File: config.mk
export PLATFORM = sky130hd
export DESIGN_NAME = apu_length_counter_bank
export DESIGN_NICKNAME = d
export VERILOG_FILES = /design/src/rtl/apu_length_counter_bank.sv
export SDC_FILE = /design/constraint.sdc
export NUM_CORES = 1
export LEC_CHECK = 0
export BUFFER_PORTS_ARGS = -buffer_cell sky130_fd_sc_hd__buf_2
export CAP_MARGIN = 20
export CORE_ASPECT_RATIO = 1.2
export CORE_MARGIN = 2
export CORE_UTILIZATION = 46
export DETAILED_ROUTE_END_ITERATION = 10
export PLACE_DENSITY = 0.78
export SYNTH_ARGS = -nofsm -noshare
export SYNTH_HDL_FRONTEND = slang
export SYNTH_SLANG_ARGS = --single-unit
File: constraint.sdc
create_clock -name clk_in -period 3.3 [get_ports clk_in]
set_clock_uncertainty 0.15 [all_clocks]
set_input_delay 0.66 -clock clk_in [delete_from_list [all_inputs] [get_ports clk_in]]
set_output_delay 0.66 -clock clk_in [all_outputs]
set_load 0.01 [all_outputs]
File: src/rtl/apu_length_counter_bank.sv
// Multi-channel APU length-counter bank: per-channel down-counters loaded from
// the 32-entry length table, decremented on frame-counter half-frame pulses.
module apu_length_counter_bank #(
  parameter int NUM_CH    = 4,
  parameter int CNT_W     = 8,
  parameter int HW_QUIRKS = 1
) (
  input  logic                    clk_in,
  input  logic                    rst_n_in,
  input  logic [NUM_CH-1:0]       en_in,
  input  logic [NUM_CH-1:0]       halt_in,
  input  logic                    length_pulse_in,
  input  logic [NUM_CH-1:0]       length_wr_in,
  input  logic [NUM_CH*5-1:0]     length_in,
  output logic [NUM_CH-1:0]       en_out,
  output logic [NUM_CH*CNT_W-1:0] count_out,
  output logic [NUM_CH-1:0]       expire_out
);

  logic [CNT_W-1:0]  cnt      [NUM_CH];
  logic [CNT_W-1:0]  cnt_nxt  [NUM_CH];
  logic [NUM_CH-1:0] halt_q;
  logic [NUM_CH-1:0] expire_q;
  logic [NUM_CH-1:0] expire_nxt;
  logic [NUM_CH-1:0] halt_eff;
  logic [NUM_CH-1:0] can_dec;

  function automatic logic [CNT_W-1:0] length_lut(input logic [4:0] idx);
    logic [7:0] v;
    case (idx)
      5'h00: v = 8'h0A; 5'h01: v = 8'hFE; 5'h02: v = 8'h14; 5'h03: v = 8'h02;
      5'h04: v = 8'h28; 5'h05: v = 8'h04; 5'h06: v = 8'h50; 5'h07: v = 8'h06;
      5'h08: v = 8'hA0; 5'h09: v = 8'h08; 5'h0A: v = 8'h3C; 5'h0B: v = 8'h0A;
      5'h0C: v = 8'h0E; 5'h0D: v = 8'h0C; 5'h0E: v = 8'h1A; 5'h0F: v = 8'h0E;
      5'h10: v = 8'h0C; 5'h11: v = 8'h10; 5'h12: v = 8'h18; 5'h13: v = 8'h12;
      5'h14: v = 8'h30; 5'h15: v = 8'h14; 5'h16: v = 8'h60; 5'h17: v = 8'h16;
      5'h18: v = 8'hC0; 5'h19: v = 8'h18; 5'h1A: v = 8'h48; 5'h1B: v = 8'h1A;
      5'h1C: v = 8'h10; 5'h1D: v = 8'h1C; 5'h1E: v = 8'h20; default: v = 8'h1E;
    endcase
    return CNT_W'(v);
  endfunction

  always_comb begin
    for (int c = 0; c < NUM_CH; c++) begin
      cnt_nxt[c]    = cnt[c];
      expire_nxt[c] = 1'b0;
      halt_eff[c]   = (HW_QUIRKS != 0) ? halt_q[c] : halt_in[c];
      can_dec[c]    = length_pulse_in && !halt_eff[c] && (cnt[c] != '0);
      if (!en_in[c]) begin
        cnt_nxt[c] = '0;
      end else if (length_wr_in[c] && length_pulse_in) begin
        // 2A03 race: a write landing on a clocked, non-zero counter is lost
        if ((HW_QUIRKS != 0) && (cnt[c] != '0)) begin
          if (can_dec[c]) begin
            cnt_nxt[c]    = cnt[c] - 1'b1;
            expire_nxt[c] = (cnt[c] == CNT_W'(1));
          end
        end else begin
          cnt_nxt[c] = length_lut(length_in[5*c +: 5]);
        end
      end else if (length_wr_in[c]) begin
        cnt_nxt[c] = length_lut(length_in[5*c +: 5]);
      end else if (can_dec[c]) begin
        cnt_nxt[c]    = cnt[c] - 1'b1;
        expire_nxt[c] = (cnt[c] == CNT_W'(1));
      end
    end
  end

  always_ff @(posedge clk_in or negedge rst_n_in) begin
    if (!rst_n_in) begin
      for (int c = 0; c < NUM_CH; c++) cnt[c] <= '0;
      halt_q   <= '0;
      expire_q <= '0;
    end else begin
      for (int c = 0; c < NUM_CH; c++) cnt[c] <= cnt_nxt[c];
      halt_q   <= halt_in;
      expire_q <= expire_nxt;
    end
  end

  for (genvar g = 0; g < NUM_CH; g++) begin : g_out
    assign count_out[CNT_W*g +: CNT_W] = cnt[g];
    assign en_out[g]                   = (cnt[g] != '0);
  end
  assign expire_out = expire_q;

endmodule

* Word-level counts from Yosys, hierarchy flattened
Memory sizes are Yosys's and may differ from the RTL's.
Cells that the tools add are included.
** Storage, ports and cells
- Bits in registers :: 40
- Memory bits (read-only) :: 1792
- Input port bits :: 35
- Output and inout bits :: 40
- Word-level logic and storage cells :: 82
- Memories kept :: 8
** Cells by class
- $add $sub $neg :: 4
- Eq/ne operators :: 4
- Muxes and demuxes :: 40
- Reductions and logical operators :: 20
** Memory list
- (no name shown) :: words 32, bits a word 7, read ports 1, clocked after memory_dff 0, write ports 0, line 30 : case (idx)
- (no name shown) :: words 32, bits a word 7, read ports 1, clocked after memory_dff 0, write ports 0, line 30
- (no name shown) :: words 32, bits a word 7, read ports 1, clocked after memory_dff 0, write ports 0, line 30
- (no name shown) :: words 32, bits a word 7, read ports 1, clocked after memory_dff 0, write ports 0, line 30
- (no name shown) :: words 32, bits a word 7, read ports 1, clocked after memory_dff 0, write ports 0, line 30
- (no name shown) :: words 32, bits a word 7, read ports 1, clocked after memory_dff 0, write ports 0, line 30
- 2 more memories
** Operators with widths (number)
- 2-to-1 mux 8 bit :: 20
- equality test 8 x 1 -> 1 bit, second input constant :: 4
- nonzero test 8 bit :: 4
- subtractor 8 x 1 -> 8 bit, second input constant :: 4
- 2-to-1 mux 1 bit :: 20
- logical AND 1 bit :: 12
- zero test 1 bit :: 4

* Longest topological paths before layout
Gate-level depths: netlist (run 1).
- Depth after elaboration :: 7
- Depth in mapped cells :: 8
- Mapped depth without buffers :: 8

* Worst setup path after synthesis (run 1)
No wires, ideal clock.
- Path kind :: flip-flop to output port
- Start :: register cnt, in the netlist count_out[24]
- End :: output port en_out[3]
- Data arrival time :: 1.561 ns
- Required time :: 2.490 ns
- Slack :: 0.929 ns
- Cell stages (with the launch flop) :: 6
- Path buffers :: 1
- Cells stage by stage :: dfrtp_1 > inv_1 > ha_1 > or4b_4 > or2_1 > buf_6
** Between the ends
- Cells in the longest elaborated chain, start to end :: 1
** Ends and longest elaborated chain
- from (decl) :: line 20 : logic [CNT_W-1:0] cnt [NUM_CH];
- nonzero test 8 bit :: line 84 : assign en_out[g] = (cnt[g] != '0);
- to (decl) :: line 15 : output logic [NUM_CH-1:0] en_out,
Every way passes these cells.

* Final worst setup path (run 1)
Ends and elaborated chain as after synthesis.

==> results of run 1 <==
==> power groups by stage <==
stage               logic, mW  clock network, mW  registers [mW]
global route            0.813              0.475           0.636
floorplan               0.489                  0           0.642
CTS                     0.726              0.455           0.624
finish                  0.725              0.438           0.625
global placement        0.700                  0           0.629
detailed placement      0.722                  0           0.634
==> critical path: cells and delay by family (launching register included) <==
family	cells	cell delay, ns
and+or+nand+nor	2	0.82
DFF	1	0.42
buffers and inverters	2	0.30
adders and majority gates	1	0.20
==> how the worst max path moves through the flow <==
| stage | to | start | depth (start not counted) | slack (ns) |
|---|---|---|---|---|
| detailed placement | en_out[3] | count_out[24] | 5 | 0.78 |
| CTS | en_out[3] | count_out[24] | 5 | 0.44 |
| floorplan | en_out[3] | count_out[24] | 5 | 0.93 |
| finish | en_out[3] | count_out[24] | 5 | 0.46 |
| global route | en_out[3] | count_out[24] | 5 | 0.35 |
| global placement | en_out[3] | count_out[24] | 5 | 0.83 |
==> flip-flops by register name, indices dropped and copies added, names as in the netlist <==
name	flops
expire_out	4
halt_eff	4
count_out	32
==> cells by family after synthesis <==
kind of cell | count (synthesis)
flops | 40
fa+ha+maj | 36
mux | 13
compound gates | 135
buf+inv | 59
simple gates | 189
xor+xnor | 5
==> layer usage <==
layer  track usage [%]  routed length [um]
met5                 0                   0
met1              25.3                3910
met3              3.25                 367
met2              35.3                4620
met4              8.53                 171
==> through the flow <==
stage,cell area (sq um),instances,power [mW]
after floorplan,3770,477,1.13
after global placement,4180,626,1.33
after detailed placement,4180,626,1.36
after CTS,4310,634,1.80
after global routing,4310,634,1.92
final,4310,634,1.79
==> cell type report <==
class                   instances  area (sq um)  share of cell area [%]
clock buffers                   7          96.3                    2.24
inverters                      38           143                    3.31
clock inverters                 1          30.0                   0.697
flip-flops and latches         40          1000                    23.2
repair buffers                 75           378                    8.77
multi-input cells             378          2540                    59.0
well taps                      95           119                    2.76
==> cell usage in the layout (no fill, tap or decap), types with 4 or more instances in the layout <==
master / synthesis / routed
dfrtp_1: 40 / 40
and3_1: 5 / 5
a31oi_1: 10 / 10
a21oi_1: 39 / 39
nor3_1: 15 / 15
nand2_1: 46 / 46
o22ai_1: 8 / 8
buf_2: 1 / 74
nor3b_1: 4 / 4
nand4_1: 8 / 8
inv_1: 38 / 38
o21a_1: 4 / 4
ha_1: 36 / 36
mux2i_1: 9 / 9
nor2b_1: 11 / 11
nand3b_1: 8 / 8
o31ai_1: 4 / 4
nand2b_1: 18 / 18
a211oi_1: 8 / 8
a311oi_1: 4 / 4
nor2_1: 29 / 29
o211ai_1: 4 / 4
o21ai_0: 25 / 25
clkbuf_8: 0 / 7
nor4_1: 9 / 9
nand3_1: 16 / 16
==> run_results.csv, run 1 <==
group,metric,value,unit
run_status,run_status,"complete, no violations",
cts,post_cts_resized,0,
layout,antennaDiodeCount,0,
layout,fill_cells,787,
cts,clk_pin_slew,0.08,ns
detailed_routing,drcViolationCount,0,
timing,post-route-min-period,2.84,ns
timing,setup_viol_count_final,0,
place,port-buffer-count,74,
synthesis,synth_adder_area_share,11.9,%
synthesis,synth-compound-area-share,23.6,%
cts,cts.root.buffer_cell,"clkbuf_8",
timing,final.period_utilization,86.1,%
timing,worst_slack,0.459,ns
critical_path,critPathArrivalTime,2.03,ns
global_route,sum_of_overflow_across_all_layers_after_global_routing,0,
power_and_ir_drop,pwr-share-comb,40.6,%
timing,slew_headroom,39.9,%
global_route,grt_util_all_layers,20.4,%
detailed_routing,drt_pass_1_iters,5,
layout,nNetsFinal,609,
layout,area.growth.synth_to_final,14.2,%
min_path,holdPathEnd,"halt_eff[2]",
power_and_ir_drop,part_of_the_power_in_the_clock_network,24.5,%
floorplanning,rows,36,
synthesis,synth_fp_nets,548,
timing,hold_ws,0.323,ns
synthesis,register_bit_count_reported_by_yosys,40,
critical_path,slowest_delay,0.49,ns
floorplanning,fp.coreArea,8060,sq um
power_and_ir_drop,seq_power_share,34.9,%
power_and_ir_drop,p_sw,0.682,mW
synthesis,synth_top_area_cell,"dfrtp_1",
global_route,grt_first_pass_wirelength,15000,um
synthesis,yosysTopAreaCellShare,26.5,%
floorplanning,die-height,103,um
critical_path,setup.worst_path.start_class,"flop",
detailed_routing,wire_per_inst,14.3,um
synthesis,synth.cell_area,3770,sq um
critical_path,critical_path_peak_fanout,5,
synthesis,synth_area_leaders,"dfrtp_1 (27%), ha_1 (12%), a21oi_1 (5.2%)",
synthesis,synth-async-reset-ratio,100,%
synthesis,synthesis.area_per_instance,7.91,sq um
flow_run,cap_viol_max_count,0,
detailed_routing,drtAntennaViolNets,0,
cts,numClockSinks,40,
global_route,vias_in_the_first_global_route,3410,
power_and_ir_drop,vdd_ir_drop_max,197,uV
floorplanning,die_area,8950,sq um
layout,final_core_utilization,53.4,%
min_path,worst_hold_path.num_cells,1,
power_and_ir_drop,power_density,415,nW/um^2
global_route,initial_antenna_violation_count,0,
synthesis,post_synth_cell_types,66,
min_path,hold_path_class,"in2reg",
critical_path,worst_setup_path_end_kind,"output pin",
power_and_ir_drop,power_switching_share,38.2,%
critical_path,r2r_end,"count_out[29]",
timing,fmax,0.352,GHz
cts,cts_max_level,2,
floorplanning,boundaryPins,75,
timing,grt_setup_unrepaired,"false",
layout,layout-drive-gt1-share,18.7,%
floorplanning,dieWidth,86.7,um
cts,cts_tree,"yes",
power_and_ir_drop,cell_internal_pwr,1.11,mW
synthesis,synthMuxAreaShare,3.88,%
detailed_routing,viasPerCell,5.82,
min_path,hold_start,"halt_in[2]",
synthesis,main_combinational_cell_family_by_area_after_synthesis,"simple AND/OR/NAND/NOR gates",
critical_path,critical-path-slowest-cell,"or4b_4",
cts,post_cts_buffers,0,
synthesis,postSynthCellCount,477,
timing,worst_pin_slew,0.901,ns
floorplanning,initial_core_util,46.8,%
global_route,grt_start_max_net_pins,41,
cts,clock_insertion_delay_worst_skew,0.29,ns
place,dp.final_hpwl,7020,um
critical_path,worst_r2r_path_depth,7,
critical_path,worstReg2RegStart,"count_out[24]",
synthesis,synth_enable_flop_cells,0,
critical_path,worst-r2r-setup-slack,0.84,ns
synthesis,yosys.area_share.simple,26.8,%
power_and_ir_drop,p_leak,2.00,nW
detailed_routing,routed_vias,3689,
detailed_routing,totalWireLength,9060,um
synthesis,yosys_warnings,0,
place,place.gp.congestion,0.887,
cts,number_of_buffers_inserted_by_hold_repair_at_cts,0,
synthesis,synth.top_cells.by_count,"nand2_1 (46), dfrtp_1 (40), a21oi_1 (39)",
synthesis,post_synth_xor_area_fraction,1.16,%
detailed_routing,first_iter_violations,144,
timing,hold_violations,0,
cts,cts_made_buffers,5,
synthesis,synth-main-ff-cell,"dfrtp_1",
timing,setup-tns-final,0,ns
critical_path,worstPathCellList,"inv_1 -> ha_1 -> or4b_4 -> or2_1 -> buf_2",
timing,timing.final.max_slew_violations,0,
place,place_ws,0.777,ns
cts,ctsLongestPathBuffers,2,
synthesis,synth.yosys.seq_area_share,26.5,%
synthesis,post-synth-top-count-cell,"nand2_1",
critical_path,criticalPathCategory,"reg2out",
critical_path,required,2.49,ns
Power figures use the tool's default switching activity.
==> inputs of run 2 (changes only) <==
- PLACE_DENSITY: 0.78 -> 0.8
- clock period: 3.3 -> 2.3 ns (I/O delays scaled with it)
==> run_results.csv, run 2 (synthesis results as in run 1) <==
group,metric,value,unit
run_status,run_status,"finished, violations left",
run_status,failed_checks,"negative setup slack",
timing,hold_violations,0,
flow_run,cap_viol_max_count,0,
layout,final_instance_area,4560,sq um
floorplanning,die_area,8950,sq um
detailed_routing,first_iter_violations,112,
global_route,initial_antenna_violation_count,0,
place,port-buffer-count,74,
detailed_routing,drt_pass_1_iters,4,
critical_path,required,1.69,ns
critical_path,worst_setup_path_end_kind,"output pin",
floorplanning,fp.coreArea,8060,sq um
cts,clk_pin_slew,0.08,ns
power_and_ir_drop,p_leak,2.13,nW
detailed_routing,viasPerCell,5.91,
timing,post-route-min-period,2.33,ns
cts,cts_made_buffers,5,
global_route,grt_start_max_net_pins,22,
detailed_routing,drcViolationCount,0,
global_route,grt_util_all_layers,21.6,%
min_path,hold_start,"halt_in[1]",
timing,final.period_utilization,101,%
critical_path,worst-r2r-setup-slack,0.08,ns
layout,flip_flop_count_of_the_largest_register_after_layout,32,
timing,worst_pin_slew,0.574,ns
critical_path,worst_r2r_path_depth,8,
floorplanning,dieWidth,86.7,um
power_and_ir_drop,power_density,581,nW/um^2
layout,area.growth.synth_to_final,20.8,%
detailed_routing,routed_vias,3907,
place,dp.final_hpwl,7410,um
layout,nNetsFinal,636,
cts,numClockSinks,40,
layout,antennaDiodeCount,0,
global_route,vias_in_the_first_global_route,3557,
critical_path,setup.worst_path.start_class,"flop",
layout,mostFrequentLayoutCells,"buf_2 (72), nand2_1 (46), a21oi_1 (39)",
timing,setup_viol_count_final,1,
critical_path,worstReg2RegStart,"count_out[25]",
floorplanning,boundaryPins,75,
layout,fill_cells,769,
detailed_routing,wire_per_inst,14.9,um
floorplanning,die-height,103,um
detailed_routing,drtAntennaViolNets,0,
detailed_routing,totalWireLength,9830,um
cts,cts_tree,"yes",
timing,fmax,0.429,GHz
layout,layout-drive-gt1-share,24.7,%
critical_path,worstSetupEndpoint,"en_out[3]",
critical_path,criticalPathCategory,"reg2out",
place,place.gp.congestion,0.884,
power_and_ir_drop,vdd_ir_drop_max,244,uV
critical_path,critical_path_peak_fanout,2,
cts,clock_insertion_delay_worst_skew,0.29,ns
critical_path,critPathLaunch,"count_out[25]",
critical_path,critPathArrivalTime,1.72,ns
place,placed_area,4310,sq um
timing,worst_slack,-0.0317,ns
timing,grt_setup_unrepaired,"true",
min_path,hold_path_class,"in2reg",
place,place_ws,0.0179,ns
global_route,grt_first_pass_wirelength,16000,um
floorplanning,rows,36,
layout,register_area,1000,sq um
critical_path,r2r_end,"count_out[25]",
floorplanning,initial_core_util,46.8,%
layout,multi_input_comb_area,2610,sq um
cts,ctsLongestPathBuffers,2,
layout,mostFrequentLayoutCell,"buf_2",
cts,cts.root.buffer_cell,"clkbuf_8",
global_route,sum_of_overflow_across_all_layers_after_global_routing,0,
cts,cts_max_level,2,
timing,timing.final.max_slew_violations,0,
timing,slew_headroom,60.8,%
-- run 2: cell count changes in the layout (fill, tap and decap cells not counted), moves of 2 or more --
cell	before	now
buf_4	1	25
inv_1	38	33
inv_2	0	5
buf_2	74	72
buf_6	0	2
clkbuf_8	7	5
clkinv_2	0	2
dfrtp_1	40	38
dfrtp_2	0	2
ha_1	36	34
ha_4	0	2
-- run 2: layout make-up --
| type | count | area share, % |
|---|---|---|
| clock inverter | 3 | 0.412 |
| sequential | 40 | 22.0 |
| tap | 95 | 2.61 |
| inverter | 38 | 3.13 |
| timing repair buffer | 101 | 13.2 |
| clock buffer | 5 | 1.51 |
| multi-input combinational | 379 | 57.2 |
-- run 2: repair_timing --
action,in CTS,in global routing
pin swaps,3,4
gates resized for setup,8,9
hold buffers,1,0
buffers inserted,7,4
endpoints found under the setup margin,4,11
gates cloned,1,0
endpoints found under the hold margin,20,0
-- run 2: power by group --
| part | internal, mW | leakage, nW | switching, mW |
|---|---|---|---|
| Combinational | 0.589 | 1.55 | 0.710 |
| Sequential | 0.783 | 0.530 | 0.0942 |
| Clock | 0.212 | 0.0479 | 0.262 |
-- run 2: through the flow --
step	hold WS, ns	cells	util [%]	setup TNS [ns]	power (mW)
floorplan	0.0144	477	-	0	1.63
global placement	0.302	640	53.5	0	1.98
detailed placement	0.309	640	53.5	0	2.03
CTS	0.110	657	55.8	-0.0519	2.59
global route	0.106	661	56.5	-0.0880	2.85
finish	0.121	661	56.5	-0.0317	2.65
-- run 2: routing by layer --
layer / GRT usage (%) / part of all wire (%)
met5: 0 / 0
met4: 5.77 / 1.3
met3: 2.62 / 3.9
met2: 40.1 / 52
met1: 26.4 / 42
-- run 2: how the worst min path moves through the flow --
stage	endpoint	depth (start not counted)
floorplan	count_out[0]	0
global placement	count_out[4]	1
detailed placement	count_out[4]	1
CTS	halt_eff[1]	1
global route	halt_eff[1]	1
finish	halt_eff[1]	1
-- run 2: worst max-delay path: stages, from the launching register on --
cell and delay (ns):
dfrtp_1 0.40, inv_2 0.08, ha_4 0.13, or4b_4 0.45, or2_4 0.25, buf_6 0.12
